==> src/rtl/leon_feed_pkg.sv <==
// Shared definitions for the LEON instruction feeder.
//   NOP_WORD_DEF : SPARC "sethi 0,%g0", the default idle/padding word
//   feed_state_t : names which kind of word is currently on inst_data
//   clog2        : ceiling log2 used for pointer and level widths
package leon_feed_pkg;

  localparam logic [31:0] NOP_WORD_DEF = 32'h0100_0000;

  typedef enum logic [1:0] {
    IDLE,
    ISSUE,
    PAD
  } feed_state_t;

  function automatic int unsigned clog2(input int unsigned v);
    int unsigned r;
    r = 0;
    while ((64'd1 << r) < 64'(v)) r++;
    return r;
  endfunction

endpackage

==> src/rtl/leon_inst_feeder_if.sv <==
// Push-side and fetch-side signals of the instruction feeder.
//   master : bench / core side (offers words, consumes inst_data)
//   slave  : feeder side
//   push_valid/push_data/push_ready : instruction push handshake
//   flush_i                         : synchronous clear request
//   fetch_en                        : core consumed inst_data this cycle
//   inst_data/inst_hold_n           : icache data word and hold (1 = no stall)
interface leon_inst_feeder_if;
  logic        push_valid;
  logic [31:0] push_data;
  logic        push_ready;
  logic        flush_i;
  logic        fetch_en;
  logic [31:0] inst_data;
  logic        inst_hold_n;

  modport master (
    output push_valid, push_data, flush_i, fetch_en,
    input  push_ready, inst_data, inst_hold_n
  );

  modport slave (
    input  push_valid, push_data, flush_i, fetch_en,
    output push_ready, inst_data, inst_hold_n
  );
endinterface

==> src/rtl/leon_feed_fifo.sv <==
// Synchronous DEPTH x 32 FIFO, no bypass. Pointers carry a wrap bit so
// full/empty/level come straight from the pointer pair.
//   clk, rst (sync, active-low), clr (sync clear)
//   push/push_data : write when not full
//   pop/pop_data   : pop_data shows the head; pop advances when not empty
//   full, empty, level : occupancy status
module leon_feed_fifo
  import leon_feed_pkg::*;
#(
  parameter int unsigned DEPTH = 8
) (
  input  logic                   clk,
  input  logic                   rst,
  input  logic                   clr,
  input  logic                   push,
  input  logic [31:0]            push_data,
  input  logic                   pop,
  output logic [31:0]            pop_data,
  output logic                   full,
  output logic                   empty,
  output logic [clog2(DEPTH):0]  level
);

  localparam int unsigned AW = clog2(DEPTH);

  logic [AW:0]  wr_ptr_q, wr_ptr_d;
  logic [AW:0]  rd_ptr_q, rd_ptr_d;
  logic [31:0]  mem_q [DEPTH];
  logic         do_push, do_pop;

  always_comb begin
    level    = wr_ptr_q - rd_ptr_q;
    empty    = (wr_ptr_q == rd_ptr_q);
    full     = (wr_ptr_q[AW] != rd_ptr_q[AW]) &&
               (wr_ptr_q[AW-1:0] == rd_ptr_q[AW-1:0]);
    do_push  = push && !full && !clr;
    do_pop   = pop && !empty && !clr;
    pop_data = mem_q[rd_ptr_q[AW-1:0]];
    wr_ptr_d = wr_ptr_q;
    rd_ptr_d = rd_ptr_q;
    if (clr) begin
      wr_ptr_d = '0;
      rd_ptr_d = '0;
    end else begin
      if (do_push) wr_ptr_d = wr_ptr_q + (AW+1)'(1);
      if (do_pop)  rd_ptr_d = rd_ptr_q + (AW+1)'(1);
    end
  end

  always_ff @(posedge clk) begin
    if (!rst) begin
      wr_ptr_q <= '0;
      rd_ptr_q <= '0;
    end else begin
      wr_ptr_q <= wr_ptr_d;
      rd_ptr_q <= rd_ptr_d;
    end
  end

  always_ff @(posedge clk) begin
    if (do_push) mem_q[wr_ptr_q[AW-1:0]] <= push_data;
  end

endmodule

==> src/rtl/leon_inst_feeder.sv <==
// Instruction source standing in for the LEON icache. Each pushed word is
// presented for exactly one consumed fetch, then PAD_NOPS NOP words; NOP is
// driven whenever nothing is queued.
//   clk, rst (sync, active-low)
//   bus        : push handshake, flush, fetch_en, inst_data, inst_hold_n
//   fifo_level : FIFO occupancy
//   busy       : sequencer not idle or FIFO not empty
//   issued_cnt : non-NOP words consumed, wrapping
module leon_inst_feeder
  import leon_feed_pkg::*;
#(
  parameter int unsigned DEPTH          = 8,
  parameter int unsigned PAD_NOPS       = 5,
  parameter logic [31:0] NOP_WORD       = NOP_WORD_DEF,
  parameter bit          STALL_ON_EMPTY = 1'b0,
  parameter int unsigned CNT_W          = 16
) (
  input  logic                   clk,
  input  logic                   rst,
  leon_inst_feeder_if.slave      bus,
  output logic [clog2(DEPTH):0]  fifo_level,
  output logic                   busy,
  output logic [CNT_W-1:0]       issued_cnt
);

  feed_state_t      state_q, state_d;
  logic [31:0]      data_q, data_d;
  logic [3:0]       pad_q, pad_d;
  logic [CNT_W-1:0] cnt_q, cnt_d;

  logic        full, empty, pop, push_fire, advance;
  logic [31:0] head;

  assign bus.push_ready = !full && !bus.flush_i;
  assign push_fire      = bus.push_valid && bus.push_ready;

  leon_feed_fifo #(.DEPTH(DEPTH)) u_fifo (
    .clk       (clk),
    .rst       (rst),
    .clr       (bus.flush_i),
    .push      (push_fire),
    .push_data (bus.push_data),
    .pop       (pop),
    .pop_data  (head),
    .full      (full),
    .empty     (empty),
    .level     (fifo_level)
  );

  always_comb begin
    state_d = state_q;
    data_d  = data_q;
    pad_d   = pad_q;
    cnt_d   = cnt_q;
    pop     = 1'b0;
    advance = 1'b0;
    if (bus.flush_i) begin
      state_d = IDLE;
      data_d  = NOP_WORD;
      pad_d   = '0;
    end else if (bus.fetch_en) begin
      unique case (state_q)
        IDLE: advance = 1'b1;
        ISSUE: begin
          cnt_d = cnt_q + CNT_W'(1);
          // With no padding an issued word is followed directly by the
          // same pop-or-idle decision IDLE and exhausted PAD make.
          if (PAD_NOPS > 0) begin
            state_d = PAD;
            data_d  = NOP_WORD;
            pad_d   = 4'(PAD_NOPS - 1);
          end else begin
            advance = 1'b1;
          end
        end
        PAD: begin
          if (pad_q != '0) pad_d = pad_q - 4'd1;
          else             advance = 1'b1;
        end
        default: advance = 1'b1;
      endcase
      if (advance) begin
        if (!empty) begin
          pop     = 1'b1;
          data_d  = head;
          state_d = ISSUE;
        end else begin
          data_d  = NOP_WORD;
          state_d = IDLE;
        end
      end
    end
  end

  always_ff @(posedge clk) begin
    if (!rst) begin
      state_q <= IDLE;
      data_q  <= NOP_WORD;
      pad_q   <= '0;
      cnt_q   <= '0;
    end else begin
      state_q <= state_d;
      data_q  <= data_d;
      pad_q   <= pad_d;
      cnt_q   <= cnt_d;
    end
  end

  assign bus.inst_data   = data_q;
  assign bus.inst_hold_n = !(STALL_ON_EMPTY && (state_q == IDLE) && empty);
  assign busy            = (state_q != IDLE) || !empty;
  assign issued_cnt      = cnt_q;

endmodule
==> src/flat_wrapper.sv <==
// flat-port wrapper written by rule: the top's interface ports become plain ports
module leon_inst_feeder_flat import leon_feed_pkg::*;
#(
  parameter int unsigned DEPTH          = 8,
  parameter int unsigned PAD_NOPS       = 5,
  parameter logic [31:0] NOP_WORD       = NOP_WORD_DEF,
  parameter bit          STALL_ON_EMPTY = 1'b0,
  parameter int unsigned CNT_W          = 16
)
  (clk, rst, fifo_level, busy, issued_cnt, bus_push_valid, bus_push_data, bus_flush_i, bus_fetch_en, bus_push_ready, bus_inst_data, bus_inst_hold_n);
  leon_inst_feeder_if bus_i ();
  input  logic clk;
  input  logic rst;
  output logic [clog2(DEPTH):0] fifo_level;
  output logic busy;
  output logic [CNT_W-1:0] issued_cnt;
  input wire logic [$bits(bus_i.push_valid)-1:0] bus_push_valid;
  input wire logic [$bits(bus_i.push_data)-1:0] bus_push_data;
  input wire logic [$bits(bus_i.flush_i)-1:0] bus_flush_i;
  input wire logic [$bits(bus_i.fetch_en)-1:0] bus_fetch_en;
  output wire logic [$bits(bus_i.push_ready)-1:0] bus_push_ready;
  output wire logic [$bits(bus_i.inst_data)-1:0] bus_inst_data;
  output wire logic [$bits(bus_i.inst_hold_n)-1:0] bus_inst_hold_n;
  assign bus_i.push_valid = bus_push_valid;
  assign bus_i.push_data = bus_push_data;
  assign bus_i.flush_i = bus_flush_i;
  assign bus_i.fetch_en = bus_fetch_en;
  assign bus_push_ready = bus_i.push_ready;
  assign bus_inst_data = bus_i.inst_data;
  assign bus_inst_hold_n = bus_i.inst_hold_n;
  leon_inst_feeder #(.DEPTH(DEPTH), .PAD_NOPS(PAD_NOPS), .NOP_WORD(NOP_WORD), .STALL_ON_EMPTY(STALL_ON_EMPTY), .CNT_W(CNT_W)) u_core (.clk(clk), .rst(rst), .bus(bus_i), .fifo_level(fifo_level), .busy(busy), .issued_cnt(issued_cnt));
endmodule
==> config.mk <==
export PLATFORM = sky130hd
export DESIGN_NAME = leon_inst_feeder_flat
export DESIGN_NICKNAME = d
export VERILOG_FILES = /design/src/rtl/leon_feed_pkg.sv /design/src/rtl/leon_inst_feeder_if.sv /design/src/rtl/leon_feed_fifo.sv /design/src/rtl/leon_inst_feeder.sv /design/src/flat_wrapper.sv
export SDC_FILE = /design/constraint.sdc
export NUM_CORES = 1
export LEC_CHECK = 0
export ABC_CLOCK_PERIOD_IN_PS = 9000
export CAP_MARGIN = 20
export CELL_PAD_IN_SITES_DETAIL_PLACEMENT = 2
export CELL_PAD_IN_SITES_GLOBAL_PLACEMENT = 2
export CORE_UTILIZATION = 40
export CTS_CLUSTER_DIAMETER = 80
export DETAILED_ROUTE_END_ITERATION = 8
export GPL_ROUTABILITY_DRIVEN = 0
export MAX_ROUTING_LAYER = met4
export PLACE_DENSITY_LB_ADDON = 0.1
export SLEW_MARGIN = 40
export SYNTH_ARGS = -nofsm -noshare
export SYNTH_HDL_FRONTEND = slang
export SYNTH_SLANG_ARGS = --single-unit
==> constraint.sdc <==
create_clock -name clk -period 9 [get_ports clk]
set_input_delay 1.8 -clock clk [delete_from_list [all_inputs] [get_ports clk]]
set_output_delay 1.8 -clock clk [all_outputs]
set_load 0.1 [all_outputs]
==> out/metrics.yaml <==
yosys:
  synth_edf_count: 256
  synth-xor-area-share: 0.01273
  synth-simple-area-share: 0.04617
  synth_compound_area_frac: 0.03607
  post_synth.cell_area_avg_um2: 18.82
  ys_types: 51
  synth_seq_cells: 321
  syn_nets: 703
  ys_seq_area_frac: 0.7258
  synth_ff_type: "edfxtp_1"
  synth_fa_ha_area_frac: 0.008689
  synthMuxAreaShare: 0.1527
  synth_cells: 658
  ys.warnings.count: 0
  synth_area_um2: 12380
  async_flop_share: 0
  synth_top_family_by_area: "multiplexers"
finish:
  synthToLayoutAreaGrowth_pct: 18.20
  final_nets: 815
  fin_area_um2: 14640
  drive_above_1_share: 0.2932
  utilization: 0.4798
  n_antenna_cell: 0
route:
  wirelength_mm: 28.68
  viasPerCell: 5.397
  ant_nets: 0
  drc: 0
  routedWlPerCell_um: 24.02
  firstDrtPassIters: 4
  via_count: 6444
  drt_iter0_markers: 421
run_status:
  status: "completed"
clock_tree:
  ctsHoldBuffers: 0
  clk_pin_slew_ps: 50
  cts_buffer_depth: 3
  post-cts-setup-buffers: 0
  cts_num_sinks: 321
  clkLatencyLatePin_ps: 510
  cts_tree: "done"
  cts.htree.levels: 2
  cts_buffers: 37
  cts_resized: 0
  cts_root_buffer: "clkbuf_16"
floorplanning:
  core_area_um2: 30510
  ios: 92
  die-height_um: 178.0
  rows: 64
  die_w_um: 178.0
  start_util: 0.4059
  die_area_um2: 31670
pwr:
  p_per_area_nw_per_um2: 210.5
  power_mw: 3.081
  irDropWorstVdd_uv: 101.4
  p_leak_nw: 4.899
sta:
  skew_ps: 10.39
  min_period_ps: 4834
  finalSetupTns_ps: 0
  hold_slack_ps: 468.7
  clock.fmax_mhz: 206.9
  setup_violations: 0
  max_slew.worst_pin.slew_ps: 726.5
  period_share: 0.5371
  rsz0062_at_grt: "no"
  slew_headroom: 0.5142
  finalHoldViolCount: 0
  slew_violations: 0
min_path:
  hold_class: "register to register"
  hold_depth: 1
place:
  hpwl_mm: 16.18
  dpl_cell_area_um2: 13520
  io_buffers: 90
global_route:
  track_usage: 0.1950
  antenna_found_initial: 0
  grt_pass1_vias: 7121
  grt_max_degree: 47
  grt.overflow.total: 0
  grt_pass1_wl_mm: 43.65
critical_path:
  start_kind: "primary input"
  crit_path_end_kind: "primary output"
  crit_type: "primary input to primary output"
  critPathArrivalTime_ps: 3030
  path_max_fanout: 8
  reg2regPathDepth: 7
  required_ps: 7200
run:
  drv_cap: 0
==> synthesized netlist by cell type (all sizes together), types with 2 or more instances <==
cell,n,area [µm²]
a21boi,2,15.01
a21o,2,16.27
a21oi,11,55.05
a22o,31,271.5
and2,10,62.56
and2b,3,25.02
and3,4,26.28
and4bb,2,25.02
buf,14,90.08
clkbuf,18,67.56
dfxtp,65,1301
edfxtp,256,7687
ha,7,87.58
inv,16,60.06
mux2,31,349.1
mux2i,10,100.1
mux4,64,1441
nand2,23,86.33
nand2b,6,37.54
nand3,10,50.05
nand4,5,31.28
nor2,11,41.29
nor3,11,66.32
nor4,5,37.53
o211ai,2,15.01
o21ai,4,20.02
or3,3,18.77
or4,2,18.77
xnor2,13,113.9
xor2,5,43.79
==> final timing paths <==
path	to	start	slack [ps]
max	bus_push_ready	bus_flush_i	4170
min	u_core.bus.inst_data[26]	u_core.bus.inst_data[26]	470
max reg2reg	u_core.u_fifo.mem_q[6][4]	u_core.u_fifo.wr_ptr_q[0]	6150
min reg2reg	u_core.bus.inst_data[26]	u_core.bus.inst_data[26]	470
==> layout by cell type (no fill, tap or decap), drive strengths merged, types with 10 or more instances in the layout <==
| cell | count |
|---|---|
| dfxtp | 65 |
| nand2 | 23 |
| a21oi | 11 |
| edfxtp | 256 |
| a22o | 31 |
| clkbuf | 57 |
| buf | 69 |
| nor2 | 11 |
| mux2i | 10 |
| and2 | 10 |
| nor3 | 11 |
| xnor2 | 13 |
| clkdlybuf4s50 | 36 |
| mux4 | 64 |
| inv | 16 |
| mux2 | 31 |
| nand3 | 10 |
==> registers in the layout (all words and copies together) (netlist names), named ones only <==
signal and flops:
u_core.state_q 2, u_core.bus.inst_data 32, u_core.u_fifo.wr_ptr_q 4, u_core.pad_q 4
u_core.u_fifo.rd_ptr_q 4, u_core.issued_cnt 16, u_core.u_fifo.mem_q 256
==> metal layers <==
metal	GRT usage	up-vias	wire length [µm]
met5	-	-	0
li1	-	2859	-
met3	0.03470	39	1327
met1	0.2335	3394	11640
met4	0.04772	0	486
met2	0.3400	152	15230
==> area by class of cell <==
cell class | instances | area, µm²
clock buffers | 57 | 1052
clock inverters | 10 | 65.06
fillers | 2752 | 15870
inverters | 16 | 60.06
multi-input cells | 289 | 3226
flip-flops and latches | 321 | 8995
well taps | 396 | 495.5
repair buffers | 105 | 744.5
==> metrics by stage <==
step / instances / setup WS [ps]
after global routing: 1194 / 4090
final: 1194 / 4166
after floorplan: 658 / 2665
after detailed placement: 1126 / 4149
after global placement: 1126 / 3468
after CTS: 1193 / 4143
==> cell families (layout without fill, tap and decap cells) <==
family,Yosys count,after routing
other cells,1,1
mux,105,105
buf+inv,48,188
flops,321,321
fa+ha+maj,8,8
xor+xnor,18,18
compound gates,57,57
simple gates,100,100
==> power breakdown <==
group | switching (mW) | internal [mW] | leakage (nW) | total (mW)
Combinational | 0.0580 | 0.0335 | 1.52 | 0.0915
Sequential | 0.00398 | 1.61 | 2.84 | 1.61
Clock | 0.567 | 0.808 | 0.543 | 1.37
Total | 0.629 | 2.45 | 4.90 | 3.08
==> critical path, stage by stage <==
cell and delay, ps:
clkdlybuf4s50_1 550, a21oi_1 230, buf_2 460
No activity file was read; power rests on OpenSTA's default activity.
